===== config.mk =====
export PLATFORM = sky130hd
export DESIGN_NAME = ee357_mcpu_pcir
export DESIGN_NICKNAME = d
export VERILOG_FILES = /design/src/rtl/ee357_mcpu_pcir.sv
export SDC_FILE = /design/constraint.sdc
export NUM_CORES = 1
export LEC_CHECK = 0
export BUFFER_PORTS_ARGS = -buffer_cell sky130_fd_sc_hd__buf_2
export CORE_ASPECT_RATIO = 1.2
export CORE_MARGIN = 10
export CORE_UTILIZATION = 35
export CTS_BUF_LIST = sky130_fd_sc_hd__clkbuf_4 sky130_fd_sc_hd__clkbuf_8 sky130_fd_sc_hd__clkbuf_16
export DETAILED_ROUTE_END_ITERATION = 8
export PLACE_DENSITY = 0.74
export SYNTH_ARGS = -nofsm -noshare
export SYNTH_HDL_FRONTEND = slang
export SYNTH_SLANG_ARGS = --single-unit

===== constraint.sdc =====
create_clock -name clk -period 3 [get_ports clk]
set_clock_uncertainty 0.2 [all_clocks]
set_input_delay 0.75 -clock clk [delete_from_list [all_inputs] [get_ports clk]]
set_output_delay 0.75 -clock clk [all_outputs]
set_load 0.05 [all_outputs]

===== src/rtl/ee357_mcpu_pcir.sv =====
// PC / IR / Target / retired-count register block paired with the multicycle control unit.
// Supplies decoded instruction fields and immediates back to control and the datapath muxes.
module ee357_mcpu_pcir #(
  parameter logic [31:0] RESET_PC = 32'h0000_0000,
  parameter int          CNT_W    = 16
) (
  input  logic             clk,
  input  logic             rst,
  input  logic             pcw,
  input  logic             pcwc,
  input  logic             irw,
  input  logic             tw,
  input  logic [1:0]       pcs,
  input  logic             zero,
  input  logic [31:0]      alu_result,
  input  logic [31:0]      mem_rdata,
  output logic [31:0]      pc,
  output logic [31:0]      ir,
  output logic [5:0]       op,
  output logic [5:0]       func,
  output logic [4:0]       rs,
  output logic [4:0]       rt,
  output logic [4:0]       rd,
  output logic [31:0]      imm_sext,
  output logic [31:0]      imm_sh2,
  output logic [31:0]      target,
  output logic [31:0]      jaddr,
  output logic [CNT_W-1:0] icount,
  output logic             pc_err
);

  localparam logic [5:0]       OP_BNE  = 6'b000101;
  localparam logic [CNT_W-1:0] CNT_ONE = {{(CNT_W-1){1'b0}}, 1'b1};

  logic        is_bne;
  logic        take;
  logic        pc_we;
  logic        src_bad;
  logic        misaligned;
  logic [31:0] pc_nxt;

  // Instruction field decode, purely from registered state
  assign op       = ir[31:26];
  assign rs       = ir[25:21];
  assign rt       = ir[20:16];
  assign rd       = ir[15:11];
  assign func     = ir[5:0];
  assign imm_sext = {{16{ir[15]}}, ir[15:0]};
  assign imm_sh2  = {imm_sext[29:0], 2'b00};
  assign jaddr    = {pc[31:28], ir[25:0], 2'b00};

  // beq takes on zero=1, bne on zero=0; pcw dominates the conditional path
  always_comb begin
    is_bne = (op == OP_BNE);
    take   = pcwc & (zero ^ is_bne);
    pc_we  = pcw | take;
  end

  // Reserved source keeps the current PC but still flags an error
  always_comb begin
    pc_nxt  = pc;
    src_bad = 1'b0;
    case (pcs)
      2'b00:   pc_nxt = alu_result;
      2'b01:   pc_nxt = target;
      2'b10:   pc_nxt = jaddr;
      default: src_bad = 1'b1;
    endcase
    misaligned = (pc_nxt[1:0] != 2'b00);
  end

  always_ff @(posedge clk) begin
    if (rst) begin
      pc     <= RESET_PC;
      ir     <= '0;
      target <= '0;
      icount <= '0;
      pc_err <= 1'b0;
    end else begin
      if (irw) begin
        ir     <= mem_rdata;
        icount <= icount + CNT_ONE;
      end
      if (tw)
        target <= alu_result;
      if (pc_we) begin
        pc <= pc_nxt;
        if (src_bad || misaligned)
          pc_err <= 1'b1;
      end
    end
  end

endmodule

==> impl_metrics.ini <==
[clock_tree]
hold_buffers = 0
clk_pin_slew_ns = 0.06
cts_setup_buffers = 0
tritoncts = done
cts_max_path_buffers = 2
clock-sinks = 113
cts_buffers = 17
ctsResizeCount = 0
worstSkewPairLatency_ns = 0.41
htree_levels = 4
cts-root-buf = clkbuf_16

[floorplanning]
design.core.area_um2 = 16900
rows = 52
die_y_um = 164
floorplan.initialDensity_pct = 35.6
die_area_um2 = 22900
die_w_um = 140
io_pins = 309

[timing]
timing.slew.headroom_pct = 22.1
setup_tns_ns = 0
final_hold_viol_count = 0
fmaxAchievable_mhz = 388
tightest_slew_ns = 1.16
period_share_pct = 85.9
rsz0062_at_grt = no
setup_viol = 0
period_minus_slack_ns = 2.58
drv_slew = 0
timing.hold.ws_ns = 0.271

[layout]
fin_util_pct = 44.3
area_growth_pct = 24.3
nets = 881
fin_cells = 1037
layout-drive-gt1-share_pct = 46.8

[job]
max-cap-violations = 0

[synth]
ys_seq_area_share_pct = 37.5
synth_ff_type = dfxtp_1
synth-edff-count = 0
ys_seq_elements = 113
synth_cell_type_count = 37
synthMuxAreaShare_pct = 23.7
yosysTopAreaCell = dfxtp_1
synth.most_common_cell = buf_4
synth-simple-area-share_pct = 13.4
synth_top_family_by_area = multiplexers
syn-mean-instance-area_um2 = 9.54
async_flop_share_pct = 0
synth_area_leaders = dfxtp_1, mux2i_1, buf_4, nor2_1, mux2_4
syn_inst = 632
yosys.area_share.adder_pct = 0.208
netlist_top_cells_count = buf_4, dfxtp_1, nor2_1, mux2i_1, nor2b_1
synth_xor_area_share_pct = 1.60
yosysWarnings = 0
synth_area_um2 = 6030
synth-compound-area-share_pct = 5.50
synth_top_area_share_pct = 37.5

[detailed_routing]
finalWirelength_mm = 17.5
drt-initial-drc-count = 134
dr.pass1.iters = 6
vias = 4749
avgViaCountPerCell = 4.58
ant_nets = 0
wire_per_inst_um = 16.9
drcViolationCount = 0

[worst_setup_path]
path_buf_inv = 1
cp.arrival_ns = 1.63
end_kind = primary output
cpPeakStageDelay_ns = 0.82
crit_path_start_kind = flip-flop
crit_type = reg -> out
cp_max_fo = 37
cp.required_ns = 2.05
crit_chain = buf_2
slowest_stage = dfxtp_1
cp_top_family = flip-flops

[run_status]
status = finished, final reports clean

[placed_design]
place.gp.congestion = 0.770
dp.cells = 1004
hpwlAfterDp_mm = 12.9
port_buffers = 304

[pwr]
power_mw = 4.97
leakage_nw = 4.05
vdd_drop_max_uv = 303
p_per_area_nw_per_um2 = 663

[global_routing]
grt_overflow = 0
grt_pass1_wl_mm = 26.9
grt_start_max_net_pins = 133
grt_pass1_vias = 4851
track_usage_pct = 14.5
antenna_found_initial = 1

[worst_hold_path]
min_path_type = reg -> reg
==> state kept, by name, summed over array words and instances (netlist names) <==
signal	flops
ir	32
target	32
pc_err	1
pc	32
icount	16
==> path summary, 6_finish.rpt <==
| check | slack [ns] | endpoint | depth (start not counted) | from |
|---|---|---|---|---|
| setup / recovery | 0.42 | imm_sh2[24] | 1 | ir[15] |
| hold / removal | 0.27 | pc_err | 2 | pc_err |
| setup reg to reg | 0.45 | pc[6] | 4 | ir[27] |
| hold reg to reg | 0.27 | pc_err | 2 | pc_err |
==> through the flow <==
stage	worst slack (ns)	instance area [um^2]
final	0.422	7500
after global routing	0.271	7490
after CTS	0.359	7490
after detailed placement	0.116	6870
after global placement	0.125	6870
after floorplan	0.516	6040
==> kinds of logic (layout without fill, tap and decap cells) <==
kind of cell    Yosys count  count (layout)
compound gates           41              41
xor+xnor                 11              11
fa+ha+maj                 1               1
buf+inv                 161             346
flops                   113             113
mux                     130             130
other cells               1               5
simple gates            174             174
==> cells in the final DEF (no fill, tap or decap), types with 2 or more instances in the layout <==
cell type and n:
nor2_1 110, nor2b_1 32, nand4_1 5, conb_1 4, a21oi_1 3, and4_1 2
mux2_4 20, bufinv_16 3, nor3_1 4, or3_1 2, xor2_1 6, a2bb2oi_1 26
nand2_1 5, and3_1 3, buf_12 4, xnor2_1 5, inv_6 8, dfxtp_1 113
mux2i_1 97, buf_2 303, o21ai_0 6, buf_4 6, clkinv_4 2, mux2_2 12
clkbuf_16 17, nand3_1 6
==> layout make-up <==
class	count	area [um^2]
Inverter	1	3.75
Timing Repair Buffer	313	1640
Clock buffer	17	425
Fill cell	1663	9420
Tap cell	216	270
Clock inverter	15	196
Sequential cell	113	2260
Multi-Input combinational cell	361	2700
Antenna cell	1	2.50
==> report_power, final <==
| part | leakage (nW) | internal [mW] | total [mW] | switching (mW) |
|---|---|---|---|---|
| clock | 0.303 | 1.33 | 2.13 | 0.792 |
| combinational | 2.82 | 0.314 | 1.19 | 0.879 |
| sequential | 0.927 | 1.58 | 1.65 | 0.0727 |
==> routing by layer <==
metal | track usage [%] | wire length, um | vias to the layer above
li1 | - | - | 2353
met1 | 14.9 | 6710 | 2208
met2 | 25.5 | 8840 | 176
met3 | 7.22 | 1790 | 12
met4 | 4.23 | 145 | 0
met5 | 0 | 0 | -
No activity file was read; power rests on OpenSTA's default activity.
